## src/rtl/rr_arb_pkg.sv

```systemverilog
// rtl/rr_arb_pkg.sv - shared types and constants for the 32-way round-robin index arbiter
//
// Purpose : request/index widths, arbiter state encoding and a pointer
//           increment helper used by the arbiter top and its pick logic.
// Ports   : none (package).
package rr_arb_pkg;

  localparam int NUM_REQ = 32;
  localparam int IDX_W   = 5;

  typedef logic [IDX_W-1:0]   idx_t;
  typedef logic [NUM_REQ-1:0] req_t;

  // GRANT is encoded as 1 so the state flop is directly the valid flag.
  typedef enum logic {
    IDLE  = 1'b0,
    GRANT = 1'b1
  } arb_state_t;

  // Next index after idx; the 5-bit width gives the 31 -> 0 wrap for free.
  function automatic idx_t idx_next(input idx_t idx);
    return idx + idx_t'(1);
  endfunction

endpackage

```

## src/rtl/rr_index_arbiter_if.sv

```systemverilog
// rtl/rr_index_arbiter_if.sv - request/grant handshake bundle for the round-robin index arbiter
//
// Purpose : groups the request vector, grant handshake and debug pointer.
// Signals : Req_in      - 32-bit level-sensitive request vector
//           Grant_ready - downstream accepts the current grant
//           Grant_valid - Grant_idx carries a valid winner
//           Grant_idx   - 5-bit winning requester index
//           Ptr_out     - current rotating priority pointer (debug)
// Modports: slave  - arbiter side
//           master - requester/consumer side
interface rr_index_arbiter_if;
  import rr_arb_pkg::*;

  req_t Req_in;
  logic Grant_ready;
  logic Grant_valid;
  idx_t Grant_idx;
  idx_t Ptr_out;

  modport slave (
    input  Req_in,
    input  Grant_ready,
    output Grant_valid,
    output Grant_idx,
    output Ptr_out
  );

  modport master (
    output Req_in,
    output Grant_ready,
    input  Grant_valid,
    input  Grant_idx,
    input  Ptr_out
  );

endinterface

```

## src/rtl/rr_pick32.sv

```systemverilog
// rtl/rr_pick32.sv - combinational round-robin pick over 32 requests
//
// Purpose : returns the first set request searching i_ptr, i_ptr+1, ... with
//           modulo-32 wrap.
// Ports   : i_req [31:0] - request vector
//           i_ptr [4:0]  - search start position
//           o_idx [4:0]  - winning index (meaningless when o_any = 0)
//           o_any        - at least one request is set
module rr_pick32
  import rr_arb_pkg::*;
(
  input  req_t i_req,
  input  idx_t i_ptr,
  output idx_t o_idx,
  output logic o_any
);

  req_t w_rot;
  idx_t w_ffs;

  // Rotate right by i_ptr: bit 0 of w_rot is the request at the pointer.
  // The index sum is 5 bits wide, so it wraps modulo 32 by construction.
  always_comb begin
    w_rot = '0;
    for (int i = 0; i < NUM_REQ; i++) begin
      w_rot[i] = i_req[idx_t'(i) + i_ptr];
    end
  end

  // Lowest set bit of the rotated vector; scanning downward lets the
  // lowest hit overwrite any higher one.
  always_comb begin
    w_ffs = '0;
    for (int i = NUM_REQ - 1; i >= 0; i--) begin
      if (w_rot[i]) begin
        w_ffs = idx_t'(i);
      end
    end
  end

  // Undo the rotation; 5-bit addition wraps back into 0..31.
  assign o_idx = w_ffs + i_ptr;
  assign o_any = |i_req;

endmodule

```

## src/rtl/rr_index_arbiter.sv

```systemverilog
// rtl/rr_index_arbiter.sv - 32-way round-robin arbiter issuing a registered 5-bit winner index
//
// Purpose : grants one requester per transaction over a valid/ready handshake.
//           A rotating pointer moves just past each accepted winner so that
//           continuously active requesters are served in turn.
// Ports   : clk   - rising-edge clock
//           rst_n - asynchronous active-low reset
//           bus   - rr_index_arbiter_if.slave (Req_in, Grant_ready in;
//                   Grant_valid, Grant_idx, Ptr_out out, all registered)
module rr_index_arbiter
  import rr_arb_pkg::*;
(
  input  logic                clk,
  input  logic                rst_n,
  rr_index_arbiter_if.slave   bus
);

  arb_state_t r_state;
  arb_state_t w_state_nxt;
  idx_t       r_grant_idx;
  idx_t       w_grant_idx_nxt;
  idx_t       r_ptr;
  idx_t       w_ptr_nxt;

  logic       w_accept;
  idx_t       w_pick_ptr;
  idx_t       w_pick_idx;
  logic       w_pick_any;

  assign w_accept = (r_state == GRANT) && bus.Grant_ready;

  // On an accept the pick must already see the advanced pointer so the
  // next winner can be loaded in the same edge without a bubble.
  assign w_pick_ptr = w_accept ? idx_next(r_grant_idx) : r_ptr;

  rr_pick32 u_pick (
    .i_req (bus.Req_in),
    .i_ptr (w_pick_ptr),
    .o_idx (w_pick_idx),
    .o_any (w_pick_any)
  );

  always_ff @(posedge clk or negedge rst_n) begin
    if (!rst_n) begin
      r_state     <= IDLE;
      r_grant_idx <= '0;
      r_ptr       <= '0;
    end else begin
      r_state     <= w_state_nxt;
      r_grant_idx <= w_grant_idx_nxt;
      r_ptr       <= w_ptr_nxt;
    end
  end

  // While a grant is outstanding without ready, nothing moves: request
  // changes are ignored and the grant is never withdrawn.
  always_comb begin
    w_state_nxt     = r_state;
    w_grant_idx_nxt = r_grant_idx;
    w_ptr_nxt       = r_ptr;
    case (r_state)
      IDLE: begin
        if (w_pick_any) begin
          w_state_nxt     = GRANT;
          w_grant_idx_nxt = w_pick_idx;
        end
      end
      GRANT: begin
        if (w_accept) begin
          w_ptr_nxt = w_pick_ptr;
          if (w_pick_any) begin
            w_grant_idx_nxt = w_pick_idx;
          end else begin
            w_state_nxt = IDLE;
          end
        end
      end
      default: begin
        w_state_nxt = IDLE;
      end
    endcase
  end

  assign bus.Grant_valid = (r_state == GRANT);
  assign bus.Grant_idx   = r_grant_idx;
  assign bus.Ptr_out     = r_ptr;

endmodule

```

## src/flat_wrapper.sv

```systemverilog
// flat-port wrapper written by rule: the top's interface ports become plain ports
module rr_index_arbiter_flat import rr_arb_pkg::*;
  (clk, rst_n, bus_Req_in, bus_Grant_ready, bus_Grant_valid, bus_Grant_idx, bus_Ptr_out);
  rr_index_arbiter_if bus_i ();
  input  logic clk;
  input  logic rst_n;
  input wire logic [$bits(bus_i.Req_in)-1:0] bus_Req_in;
  input wire logic [$bits(bus_i.Grant_ready)-1:0] bus_Grant_ready;
  output wire logic [$bits(bus_i.Grant_valid)-1:0] bus_Grant_valid;
  output wire logic [$bits(bus_i.Grant_idx)-1:0] bus_Grant_idx;
  output wire logic [$bits(bus_i.Ptr_out)-1:0] bus_Ptr_out;
  assign bus_i.Req_in = bus_Req_in;
  assign bus_i.Grant_ready = bus_Grant_ready;
  assign bus_Grant_valid = bus_i.Grant_valid;
  assign bus_Grant_idx = bus_i.Grant_idx;
  assign bus_Ptr_out = bus_i.Ptr_out;
  rr_index_arbiter u_core (.clk(clk), .rst_n(rst_n), .bus(bus_i));
endmodule
```

## config.mk

```make
export PLATFORM = sky130hd
export DESIGN_NAME = rr_index_arbiter_flat
export DESIGN_NICKNAME = d
export VERILOG_FILES = /design/src/rtl/rr_arb_pkg.sv /design/src/rtl/rr_index_arbiter_if.sv /design/src/rtl/rr_pick32.sv /design/src/rtl/rr_index_arbiter.sv /design/src/flat_wrapper.sv
export SDC_FILE = /design/constraint.sdc
export NUM_CORES = 1
export LEC_CHECK = 0
export ABC_AREA = 1
export BUFFER_PORTS_ARGS = -buffer_cell sky130_fd_sc_hd__buf_2
export CELL_PAD_IN_SITES_DETAIL_PLACEMENT = 0
export CELL_PAD_IN_SITES_GLOBAL_PLACEMENT = 1
export CORE_MARGIN = 2
export CORE_UTILIZATION = 42
export CTS_CLUSTER_DIAMETER = 60
export DETAILED_ROUTE_END_ITERATION = 10
export PLACE_DENSITY_LB_ADDON = 0.1
export SYNTH_ARGS = -nofsm -noshare
export SYNTH_HDL_FRONTEND = slang
export SYNTH_SLANG_ARGS = --single-unit
```

## constraint.sdc

```tcl
create_clock -name clk -period 10.9 [get_ports clk]
set_clock_uncertainty 0.05 [all_clocks]
set_input_delay 0 -clock clk [delete_from_list [all_inputs] [get_ports clk]]
set_output_delay 0 -clock clk [all_outputs]
set_load 0.05 [all_outputs]
```

; ---- Word level (Yosys, flattened, before mapping)
; Index checks and enable logic that the tools add are counted.
[classes]
add_sub_neg = 33
magnitude_cmp = 32
n_eq_ne = 1
n_mux = 103
n_bitwise = 1
reduce_logical = 3
[ops]
columns = cell, count
row1 = "< comparator 5 x 6 -> 1 bit, second input constant", 32
row2 = 2-to-1 mux 5 bit, 35
row3 = binary-select mux 1 bit (select 5 bit), 32
row4 = "adder 5 bit, first input constant", 16
row5 = "adder 4 x 5 -> 5 bit, first input constant", 8
row6 = 2-to-1 mux 1 bit, 34
row7 = OR reduction 32 bit, 1
row8 = "adder 3 x 5 -> 5 bit, first input constant", 4
row9 = "adder 2 x 5 -> 5 bit, first input constant", 2
row10 = case mux 5 bit (2 select lines), 1
row11 = "adder 1 x 5 -> 5 bit, first input constant", 1
row12 = "adder 5 x 1 -> 5 bit, second input constant", 1
row13 = adder 5 bit, 1
row14 = "inequality test 2 bit, second input constant", 1
row15 = case mux 1 bit (2 select lines), 1
row16 = AND reduction 2 bit, 1
row17 = logical AND 1 bit, 1
row18 = inverter 1 bit, 1
[word_totals]
reg_bits = 11
input_bits = 35
output_inout_bits = 11
word_cells = 176

; ---- Depth between registers and ports, before layout
[depth]
depth_word = 41
ltp_mapped = 54
ltp_nobuf = 51

; ---- By module
; Synthesis repeated with hierarchy kept, for this count alone.
[hier_totals]
hier_cells = 674
hier_area_um2 = 3656.0
[by_module_without_submodules]
columns = module, n_inst, cells_per_inst, area_per_inst_um2, seq_area_each_um2
row1 = rr_pick32, 1, 613, 3129.3, 0.0
row2 = rr_index_arbiter, 1, 61, 526.8, 275.3

; ---- Worst setup path before layout
; Ideal clock, no wire load.
[synth_path]
kind = register to register
startpoint = register u_core.r_state, in the netlist u_core.bus.Grant_valid
endpoint = register u_core.r_grant_idx[4], in the netlist u_core.bus.Grant_idx[4]
setup_ps = 127
t_arrival_ps = 5374
t_required_ps = 10723
path_slack_ps = 5348
path_stages_with_launch = 52
path_buffers = 4
synth_period_minus_slack_ps = 5552
cell_sequence = dfrtp_1 -> nand2_2 -> nand2_2 -> nand2_1 -> buf_6 -> buf_6 -> ha_1 -> clkbuf_1 -> clkinv_1 -> clkbuf_1 -> o21ai_0 -> nand2_1 -> nand3_1 -> nand3_1 -> nand2_1 -> nand2_1 -> nand2_1 -> nand2_1 -> [... 16 more ...] -> nand2_1 -> nand2_1 -> nand2_1 -> nand2_1 -> nand2_1 -> nand2_1 -> nand2_1 -> nand2_1 -> nand2_1 -> a21oi_1 -> ha_1 -> fa_1 -> nand2_1 -> nand2_1 -> a21oi_1 -> xor2_1 -> xor2_1 -> o21ai_0
[synth_via]
elab_chain_cells = 41
elab_cells_between_ends = 135
classes_between = 32 x add/sub / 1 x eq/ne / 100 x mux / 1 x bitwise / 1 x reduce/logical
[synth_rtl]
columns = item, line
row1 = from (decl), rr_index_arbiter.sv:18  ; arb_state_t r_state;
row2 = from (signal assigned), rr_index_arbiter.sv:49  ; r_state <= w_state_nxt;
row3 = logical AND 1 bit, rr_index_arbiter.sv:30  ; assign w_accept = (r_state == GRANT) && bus.Grant_ready;
row4 = 2-to-1 mux 5 bit, rr_index_arbiter.sv:34  ; assign w_pick_ptr = w_accept ? idx_next(r_grant_idx) : r_ptr;
row5 = adder 5 bit, rr_pick32.sv:26  ; w_rot[i] = i_req[idx_t'(i) + i_ptr];
row6 = binary-select mux 1 bit (select 5 bit), rr_pick32.sv:26
row7 = 2-to-1 mux 1 bit (implied by the code), rr_pick32.sv:26
row8 = 2-to-1 mux 5 bit (32 in series), rr_pick32.sv:35  ; if (w_rot[i]) begin
row9 = adder 5 bit, rr_pick32.sv:42  ; assign o_idx = w_ffs + i_ptr;
row10 = 2-to-1 mux 5 bit, "rr_index_arbiter.sv:63, rr_index_arbiter.sv:71"
row11 = 2-to-1 mux 5 bit, rr_index_arbiter.sv:69  ; if (w_accept) begin
row12 = case mux 5 bit (2 select lines), rr_index_arbiter.sv:61  ; case (r_state)
row13 = to (signal assigned), rr_index_arbiter.sv:50  ; r_grant_idx <= w_grant_idx_nxt;
row14 = to (decl), rr_index_arbiter.sv:20  ; idx_t r_grant_idx;
; Several ways; a longest one is shown, not always the timed one. The select of a mux whose other input is x is not followed.
; A chain may end at the register's enable or synchronous reset.

; ---- Final worst setup path
[layout_path]
startpoint = register u_core.r_grant_idx[0], in the netlist u_core.bus.Grant_idx[0]
endpoint = register u_core.r_grant_idx[4], in the netlist u_core.bus.Grant_idx[4]
[layout_via]
elab_chain_cells = 41
elab_cells_between_ends = 133
classes_between = 33 x add/sub / 100 x mux
[layout_rtl]
columns = item, line
row1 = adder 5 x 1 -> 5 bit *, rr_arb_pkg.sv:22  ; return idx + idx_t'(1);
row2 = 2-to-1 mux 5 bit *, rr_index_arbiter.sv:34
row3 = adder 5 bit, rr_pick32.sv:26
row4 = binary-select mux 1 bit (select 5 bit), rr_pick32.sv:26
row5 = 2-to-1 mux 1 bit (implied by the code), rr_pick32.sv:26
row6 = 2-to-1 mux 5 bit (32 in series), rr_pick32.sv:35
row7 = adder 5 bit *, rr_pick32.sv:42
row8 = 2-to-1 mux 5 bit *, "rr_index_arbiter.sv:63, rr_index_arbiter.sv:71"
row9 = 2-to-1 mux 5 bit, rr_index_arbiter.sv:69
row10 = case mux 5 bit (2 select lines) *, rr_index_arbiter.sv:61
; Every way passes the cells marked *; elsewhere a longest branch is shown, timed or not. The select of a mux whose other input is x is not followed.

==> reports/qor.yml <==
grt:
  grt_usage_pct: 27.4
  antenna_found_initial: 0
  grt_pass1_wl_um: 19300
  grt_max_degree: 39
  grt_pass1_vias: 3977
  grt_overflow_total: 0
clocking:
  clock_latency_ns: 0.23
  cts_tree: "yes"
  cts_buffers: 3
  clkSinkCount: 11
  root_buffer: "clkbuf_8"
  clk_pin_slew_ns: 0.05
  cts_max_level: 1
  clk_path_buf_depth: 2
  post_cts_buffers: 0
worst_setup_path:
  arrival_ns: 7.32
  r2r_slack_ns: 3.64
  r2r_cells: 46
  crit_type: "flip-flop to flip-flop"
  critPathMaxFanout: 38
  cpMaxStageDelayCell: "ha_1"
  r2r_end: "u_core.bus.Grant_idx[4]$_DFFE_PN0P_"
  worstSetupStartpointType: "flip-flop"
  crit_path_end_kind: "flip-flop"
  r2r_start: "u_core.bus.Grant_idx[0]$_DFFE_PN0P_"
  crit_top_cell: "nand2_1"
  cp.required_ns: 10.96
  slowest_delay_ns: 0.91
synthesis:
  syn_area_per_cell_um2: 4.98
  yosys_warnings: 0
  yosysTopAreaCellShare_pct: 32.4
  synth-seq-cells: 11
  synth_fp_nets: 750
  synth_area_leaders: "nand2_1, nand3_1, dfrtp_1"
  synth_area_mm2: 0.00352
  async_reset_ff_share_pct: 100
  ys_seq_area_share_pct: 7.81
  synthFlopType: "dfrtp_1"
  netlist-cell-type-count: 39
  synth_area_leader_cell: "nand2_1"
  synth_edf_count: 0
  synthCells: 707
final_layout:
  layout_common_cells: "nand2_1, nand3_1, inv_1"
  drive_above_1_share_pct: 9.78
  fill_cells: 935
  n_antenna_cell: 0
  final_common_cell: "nand2_1"
  final_nets: 780
  area_growth_pct: 7.99
timing:
  slew_violations: 0
  hold_viol: 0
  fmax_mhz: 138
  worstMarginPinSlew_ns: 1.14
  setup_violations: 0
  fin_crit_ns: 7.26
  period_share_pct: 66.6
  fin_tns_setup_ns: 0
  slew_headroom_pct: 23.7
  rsz0062_at_grt: "no"
flow_run:
  cap_violations: 0
route:
  vias_per_cell: 5.39
  wl_um: 12400
  drtAntennaViolNets: 0
  drt_pass1_iterations: 5
  drt_iter0_drc: 232
  dr_total_vias: 4532
  drc: 0
  avgRoutedWirePerCell_um: 14.7
floorplan:
  fp.coreArea_mm2: 0.00818
  die_h_um: 95.6
  die-area_mm2: 0.00914
  io_pins: 46
  rows: 33
  initial_core_util_pct: 43.1
  die_w_um: 95.6
hold_path:
  hold_class: "primary input to flip-flop"
  whs_path_depth: 4
  whs_endpoint: "u_core.bus.Grant_valid$_DFF_PN0_"
  hp-start: "bus_Grant_ready"
outcome:
  status: "completed"
place:
  place.detailed.hpwl_um: 10400
  port-buffer-count: 45
  gp_congestion: 0.947
## what timing repair did
action	CTS	global route
endpoints found under the hold margin	11	0
hold buffers	1	0
gates resized for setup	0	0
## logic make-up after synthesis
logic type | Yosys count | share of synthesized area (%)
adders and majority gates | 8 | 3.05
and+or+nand+nor | 493 | 59.4
DFF | 11 | 7.81
muxes | 4 | 1.14
buffers and inverters | 86 | 10.7
AOI/OAI and AO/OA | 91 | 14.2
xor gates and xnor gates | 14 | 3.69
## flip-flops by register name (all words and copies together), names as in the netlist
name,cells
u_core.bus.Grant_valid,1
u_core.bus.Grant_idx,5
u_core.bus.Ptr_out,5
## Yosys cell counts, types with 2 or more instances
cell type,number
buf_4,3
buf_2,8
inv_2,5
nand2_2,8
nand2_1,304
nand4_1,4
a21oi_1,10
xor2_1,12
clkbuf_1,5
nor4_1,8
inv_1,58
nor3_1,3
mux2i_1,4
dfrtp_1,11
o21ai_0,44
nand3_2,2
nand3_1,114
nor2_1,39
a31oi_1,10
o21a_1,5
o21ai_2,3
o21ai_1,16
and2_1,5
nor2_2,2
buf_6,4
ha_1,7
## how the worst max path moves through the flow
stage | cells past startpoint | endpoint | slack [ns] | from
floorplan | 51 | u_core.bus.Grant_idx[4]$_DFFE_PN0P_ | 5.35 | u_core.bus.Grant_valid$_DFF_PN0_
global placement | 46 | u_core.bus.Grant_idx[4]$_DFFE_PN0P_ | 3.90 | u_core.bus.Grant_idx[0]$_DFFE_PN0P_
detailed placement | 46 | u_core.bus.Grant_idx[4]$_DFFE_PN0P_ | 3.71 | u_core.bus.Grant_idx[0]$_DFFE_PN0P_
CTS | 46 | u_core.bus.Grant_idx[4]$_DFFE_PN0P_ | 3.70 | u_core.bus.Grant_idx[0]$_DFFE_PN0P_
global route | 42 | u_core.bus.Grant_idx[4]$_DFFE_PN0P_ | 2.83 | u_core.bus.Grant_idx[0]$_DFFE_PN0P_
finish | 46 | u_core.bus.Grant_idx[4]$_DFFE_PN0P_ | 3.64 | u_core.bus.Grant_idx[0]$_DFFE_PN0P_
## metal layers
layer  vias to the layer above  global-route usage (%)  routed length, um
met2                       119                    45.9               5520
met1                      2017                    35.9               5830
met3                        32                    1.50                358
met4                         0                    13.0                650
li1                       2364                       -                  -
met5                         -                       0                  0
## worst max-delay path: cells and delay by family, from the launching register on
family          cells  cell delay [ns]
xor+xnor            2             0.34
flops               1             0.45
fa+ha+maj           3             1.49
simple gates       36             3.58
compound gates      4             0.71
buf+inv             1             0.49
## through the flow
step                setup slack, ns  instances  utilization, %  hold slack, ns  instance area (um^2)
floorplan                      5.35        707               -          -0.346                  3520
global placement               3.90        836            45.9          -0.166                  3750
detailed placement             3.71        836            45.9          -0.167                  3750
CTS                            3.70        841            46.5          0.0192                  3800
global route                   2.83        841            46.5          0.0579                  3800
finish                         3.64        841            46.5          0.0260                  3800
## layout make-up
type / count / area (um^2) / area share [%]
flip-flops and latches: 11 / 275 / 7.23
well taps: 105 / 131 / 3.45
multi-input cells: 610 / 2870 / 75.5
repair buffers: 46 / 235 / 6.18
clock buffers: 4 / 45.0 / 1.18
inverters: 65 / 246 / 6.48
Power is left out: the tool's default activity adds up to more than one toggle a clock period on the data nets, which glitch-free logic cannot reach.
